File: config.mk
export PLATFORM = sky130hd
export DESIGN_NAME = shuffle_loader
export DESIGN_NICKNAME = d
export VERILOG_FILES = /design/src/rtl/shuffle_hs_pkg.sv /design/src/rtl/shuffle_loader_nonce_fifo.sv /design/src/rtl/shuffle_loader.sv
export SDC_FILE = /design/constraint.sdc
export NUM_CORES = 1
export LEC_CHECK = 0
export BUFFER_PORTS_ARGS = -buffer_cell sky130_fd_sc_hd__buf_2
export CORE_UTILIZATION = 42
export CTS_CLUSTER_DIAMETER = 150
export CTS_CLUSTER_SIZE = 30
export DETAILED_ROUTE_END_ITERATION = 12
export SLEW_MARGIN = 40
export SYNTH_ARGS = -nofsm -noshare
export SYNTH_HDL_FRONTEND = slang
export SYNTH_SLANG_ARGS = --single-unit
File: constraint.sdc
create_clock -name clk -period 2.9 [get_ports clk]
set_clock_uncertainty 0.15 [all_clocks]
set_input_delay 0.58 -clock clk [delete_from_list [all_inputs] [get_ports clk]]
set_output_delay 0.58 -clock clk [all_outputs]
set_load 0.005 [all_outputs]
File: src/rtl/shuffle_hs_pkg.sv
// Shared constants for the shuffle-stage nonce handshake: receiver and sender
// FSM encodings plus the default nonce width.
package shuffle_hs_pkg;

   localparam int NONCE_WIDTH_DEF = 7;

   // Two-bit encodings leave room for illegal values that must recover to idle
   typedef enum logic [1:0] {
      HS_IDLE = 2'd0,
      HS_ACK  = 2'd1
   } hs_state_e;

   typedef enum logic [1:0] {
      SND_IDLE     = 2'd0,
      SND_REQ      = 2'd1,
      SND_WAIT_REL = 2'd2
   } snd_state_e;

   function automatic logic is_legal_hs(input logic [1:0] enc);
      return (enc == 2'd0) || (enc == 2'd1);
   endfunction

endpackage

File: src/rtl/shuffle_loader_nonce_fifo.sv
// Small show-ahead FIFO holding acknowledged nonces until the implode side
// pops them; occupancy is an exact registered counter.
module nonce_fifo
   import shuffle_hs_pkg::*;
#(
   parameter int nonce_width = NONCE_WIDTH_DEF,
   parameter int FIFO_DEPTH  = 4,
   localparam int PTR_W      = $clog2(FIFO_DEPTH),
   localparam int CNT_W      = PTR_W + 1
) (
   input  logic                   clk,
   input  logic                   rst_n,
   input  logic                   push,
   input  logic [nonce_width-1:0] push_data,
   input  logic                   pop,
   output logic [nonce_width-1:0] head,
   output logic [CNT_W-1:0]       count,
   output logic                   full,
   output logic                   empty
);

   logic [nonce_width-1:0] mem_r [FIFO_DEPTH];
   logic [PTR_W-1:0]       wr_ptr_r;
   logic [PTR_W-1:0]       rd_ptr_r;
   logic [CNT_W-1:0]       count_r;
   logic                   do_pop_s;

   assign empty    = (count_r == {CNT_W{1'b0}});
   assign full     = (count_r == CNT_W'(FIFO_DEPTH));
   assign do_pop_s = pop & ~empty;
   assign head     = mem_r[rd_ptr_r];
   assign count    = count_r;

   // Storage, wrapping pointers and occupancy counter
   always_ff @(posedge clk or negedge rst_n) begin
      if (!rst_n) begin
         for (int i = 0; i < FIFO_DEPTH; i++) begin
            mem_r[i] <= {nonce_width{1'b0}};
         end
         wr_ptr_r <= {PTR_W{1'b0}};
         rd_ptr_r <= {PTR_W{1'b0}};
         count_r  <= {CNT_W{1'b0}};
      end else begin
         if (push) begin
            mem_r[wr_ptr_r] <= push_data;
            wr_ptr_r        <= wr_ptr_r + PTR_W'(1);
         end
         if (do_pop_s) begin
            rd_ptr_r <= rd_ptr_r + PTR_W'(1);
         end
         case ({push, do_pop_s})
            2'b10:   count_r <= count_r + CNT_W'(1);
            2'b01:   count_r <= count_r - CNT_W'(1);
            default: count_r <= count_r;
         endcase
      end
   end

endmodule

File: src/rtl/shuffle_loader.sv
// Receiver side of the 4-phase nonce handshake: samples the request once,
// pushes one nonce per request and withholds ack while the FIFO is full.
module shuffle_loader
   import shuffle_hs_pkg::*;
#(
   parameter int nonce_width = NONCE_WIDTH_DEF,
   parameter int FIFO_DEPTH  = 4,
   parameter int CNT_W       = $clog2(FIFO_DEPTH) + 1
) (
   input  logic                   clk,
   input  logic                   rst_n,
   input  logic                   i_handshake,
   input  logic [nonce_width-1:0] i_data,
   output logic                   o_handshake_recv,
   output logic                   o_valid,
   output logic [nonce_width-1:0] o_data,
   input  logic                   i_ready,
   output logic [CNT_W-1:0]       o_count,
   output logic                   o_full
);

   logic      hs_q_r;
   hs_state_e state_r;
   logic      ack_r;
   logic      push_s;
   logic      full_s;
   logic      empty_s;

   // Request sampler; the FSM never looks at the raw input
   always_ff @(posedge clk or negedge rst_n) begin
      if (!rst_n) begin
         hs_q_r <= 1'b0;
      end else begin
         hs_q_r <= i_handshake;
      end
   end

   // Push only from IDLE, so a long-held request yields a single entry
   always_comb begin
      push_s = 1'b0;
      if ((state_r == HS_IDLE) && hs_q_r && !full_s) begin
         push_s = 1'b1;
      end else begin
         push_s = 1'b0;
      end
   end

   // Handshake FSM with registered acknowledge
   always_ff @(posedge clk or negedge rst_n) begin
      if (!rst_n) begin
         state_r <= HS_IDLE;
         ack_r   <= 1'b0;
      end else begin
         case (state_r)
            HS_IDLE: begin
               if (push_s) begin
                  ack_r   <= 1'b1;
                  state_r <= HS_ACK;
               end else begin
                  ack_r   <= 1'b0;
               end
            end
            HS_ACK: begin
               if (!hs_q_r) begin
                  ack_r   <= 1'b0;
                  state_r <= HS_IDLE;
               end else begin
                  ack_r   <= 1'b1;
               end
            end
            default: begin
               ack_r   <= 1'b0;
               state_r <= HS_IDLE;
            end
         endcase
      end
   end

   nonce_fifo #(
      .nonce_width (nonce_width),
      .FIFO_DEPTH  (FIFO_DEPTH)
   ) u_fifo (
      .clk       (clk),
      .rst_n     (rst_n),
      .push      (push_s),
      .push_data (i_data),
      .pop       (i_ready),
      .head      (o_data),
      .count     (o_count),
      .full      (full_s),
      .empty     (empty_s)
   );

   assign o_handshake_recv = ack_r;
   assign o_valid          = ~empty_s;
   assign o_full           = full_s;

endmodule

==> run_results.csv <==
group,metric,value,unit
status,outcome,"finished, final reports clean",
timing,tns,0,ps
timing,whs,100,ps
timing,fmax,412,MHz
critical_path,crit_path_end_kind,"output pin",
grt,grt_pass1_vias,1100,
route,vias,989,
place,dpl-instance-area,0.00205,mm^2
critical_path,r2r_setup_slack,510,ps
clock_network,cts_tree,"done",
critical_path,path_max_fanout,9,
power,powerDensity,1160,mW/mm^2
power,power,2.55,mW
route,dr.pass1.iters,4,
critical_path,slowest_stage,"dfrtp_1",
route,wl_met1,1.50,mm
clock_network,cts_resized,0,
route,routed_via_density,5.12,
place,dp_hpwl,2.28,mm
timing,finalCriticalPeriod,2430,ps
route,met2_length,1.65,mm
logic_synthesis,yosysWarnings,0,
clock_network,clkSinkCount,38,
clock_network,clk_path_buf_depth,2,
cells_and_area,area_delta_synth_final,15.9,%
route,wl,3.33,mm
logic_synthesis,synth_seq_area_share,50.1,%
timing,finalMaxSlewViolations,0,
grt,grt_max_degree,39,
floorplan,die_w,69.2,um
run,drv_cap,0,
timing,slew_headroom,63.6,%
timing,rsz0062_at_grt,"false",
place,gp_congestion,0.778,
route,wl_per_cell,17.3,um
worst_hold_path,min_path_type,"in2async",
cells_and_area,num_antenna_cells,0,
cells_and_area,post-route-util,50.5,%
cells_and_area,final-seq-area,951,um^2
place,place.port_buffers,23,
logic_synthesis,syn_nets,129,
timing,setup_ws,474,ps
critical_path,critPathBufInv,1,
critical_path,crit_chain,"mux4_2, buf_2",
critical_path,r2r_start,"u_fifo.count[0]",
route,detail-route-antenna-nets,0,
grt,grt_pass1_wl,5.71,mm
critical_path,cp.required,2170,ps
route,top_layer,"met4",
critical_path,crit_family,"flip-flops",
clock_network,postCtsSetupRepairBufs,0,
logic_synthesis,ys_seq_elements,38,
timing,hold_viol,0,
cells_and_area,drive_gt1_share,55.3,%
place,pre_cts_ws,499,ps
floorplan,dieArea,0.00479,mm^2
cells_and_area,layout_commonest_cell,"dfrtp_1",
route,drtIter0Drc,43,
clock_network,worstSkewPairLatency,280,ps
critical_path,arrival,1700,ps
logic_synthesis,netlist_area,0.00190,mm^2
floorplan,die_y,69.2,um
critical_path,crit_path_start,"u_fifo.rd_ptr_r[0]",
floorplan,io_pins,24,
floorplan,rows,24,
power,peakVddDrop,0.533,mV
clock_network,h-tree-depth,2,
critical_path,slowest_delay,690,ps
cells_and_area,final_cell_mix,"dfrtp_1 (38), mux2_4 (28), buf_2 (22)",
timing,finalCritPeriodShare,83.7,%
grt,gr-usage-all-layers,15.6,%
cells_and_area,multi_input_area,866,um^2
route,wl_met3,139,um
logic_synthesis,yosysUniqueCellTypes,21,
clock_network,path_clk_slew,80,ps
clock_network,cts_buffers,5,
cells_and_area,num-fill-cells,367,
timing,worstMarginPinSlew,546,ps
timing,setup_viol,0,
floorplan,initial_utilization,43.6,%
place,placed_cells,185,
cells_and_area,final_area,0.00220,mm^2
floorplan,coreArea,0.00435,mm^2
clock_network,cts_hold_buf,0,
route,drc,0,
logic_synthesis,synth_cells,112,
power,p_leak,1.02,nW
cells_and_area,fin_cells,193,
grt,antenna_found_initial,0,
cells_and_area,fin_nets,157,
grt,overflow,0,
logic_synthesis,synth.avg_cell_area,16.9,um^2
clock_network,clockRootBuffer,"clkbuf_8",
critical_path,start_kind,"register",
critical_path,path_class,"reg2out",
-- flip-flops by register name, summed over array words and instances, names as in the netlist --
name / flops
hs_q_r: 1
o_handshake_recv: 1
state_r: 1
u_fifo.count: 3
u_fifo.mem_r: 28
u_fifo.rd_ptr_r: 2
u_fifo.wr_ptr_r: 2
-- cells in the mapped netlist (all sizes together) --
library cell / count / area, um^2
inv: 7 / 26.3
xnor2: 3 / 26.3
dfrtp: 38 / 951
mux2i: 1 / 10.0
fa: 1 / 20.0
xor2: 3 / 26.3
nor3b: 2 / 26.3
or3: 1 / 7.51
mux2: 29 / 432
o31a: 1 / 10.0
nand2: 1 / 3.75
nor4bb: 4 / 65.1
mux4: 7 / 158
nor2: 1 / 3.75
ha: 5 / 62.6
buf: 6 / 53.8
a21boi: 2 / 15.0
-- report_power, final --
part	total (mW)	switching [mW]	internal [mW]
sequential	1.02	0.231	0.787
clock	0.550	0.183	0.367
combinational	0.986	0.314	0.672
-- worst register-to-register path: cells and delay by family (launching register included) --
family / cells / cell delay, ps
AND/OR/NAND/NOR: 3 / 670
adder cells (fa/ha/maj): 2 / 570
flip-flops: 1 / 470
XOR/XNOR: 2 / 300
buffers and inverters: 2 / 160
-- kinds of logic after synthesis --
group / count (synthesis) / synth area share [%]
AOI/OAI and AO/OA: 3 / 1.32
buffers and inverters: 13 / 4.22
adders and majority gates: 6 / 4.35
muxes: 37 / 31.6
xor gates and xnor gates: 6 / 2.77
DFF: 38 / 50.1
and+or+nand+nor: 9 / 5.61
-- path summary, 6_finish.rpt --
path                                    end  depth (start not counted)
max                               o_data[6]                          2
min                         u_fifo.mem_r[7]                          1
max reg2reg                 u_fifo.count[2]                          9
min reg2reg                 u_fifo.mem_r[9]                          1
max in group asynchronous  u_fifo.mem_r[16]                          1
min in group clk                     hs_q_r                          1
-- routing by layer --
metal  track usage [%]  up-vias
li1                  -      453
met1              19.8      508
met2              25.2       23
met3              5.09        5
met4              4.76        0
met5                 0        -
-- cell type report --
cell class	instances	area share (%)
Clock inverter	2	2.73
Timing Repair Buffer	27	6.72
Clock buffer	6	3.76
Tap cell	52	2.96
Inverter	7	1.20
Sequential cell	38	43.3
Multi-Input combinational cell	61	39.4
Power figures use the tool's default switching activity.
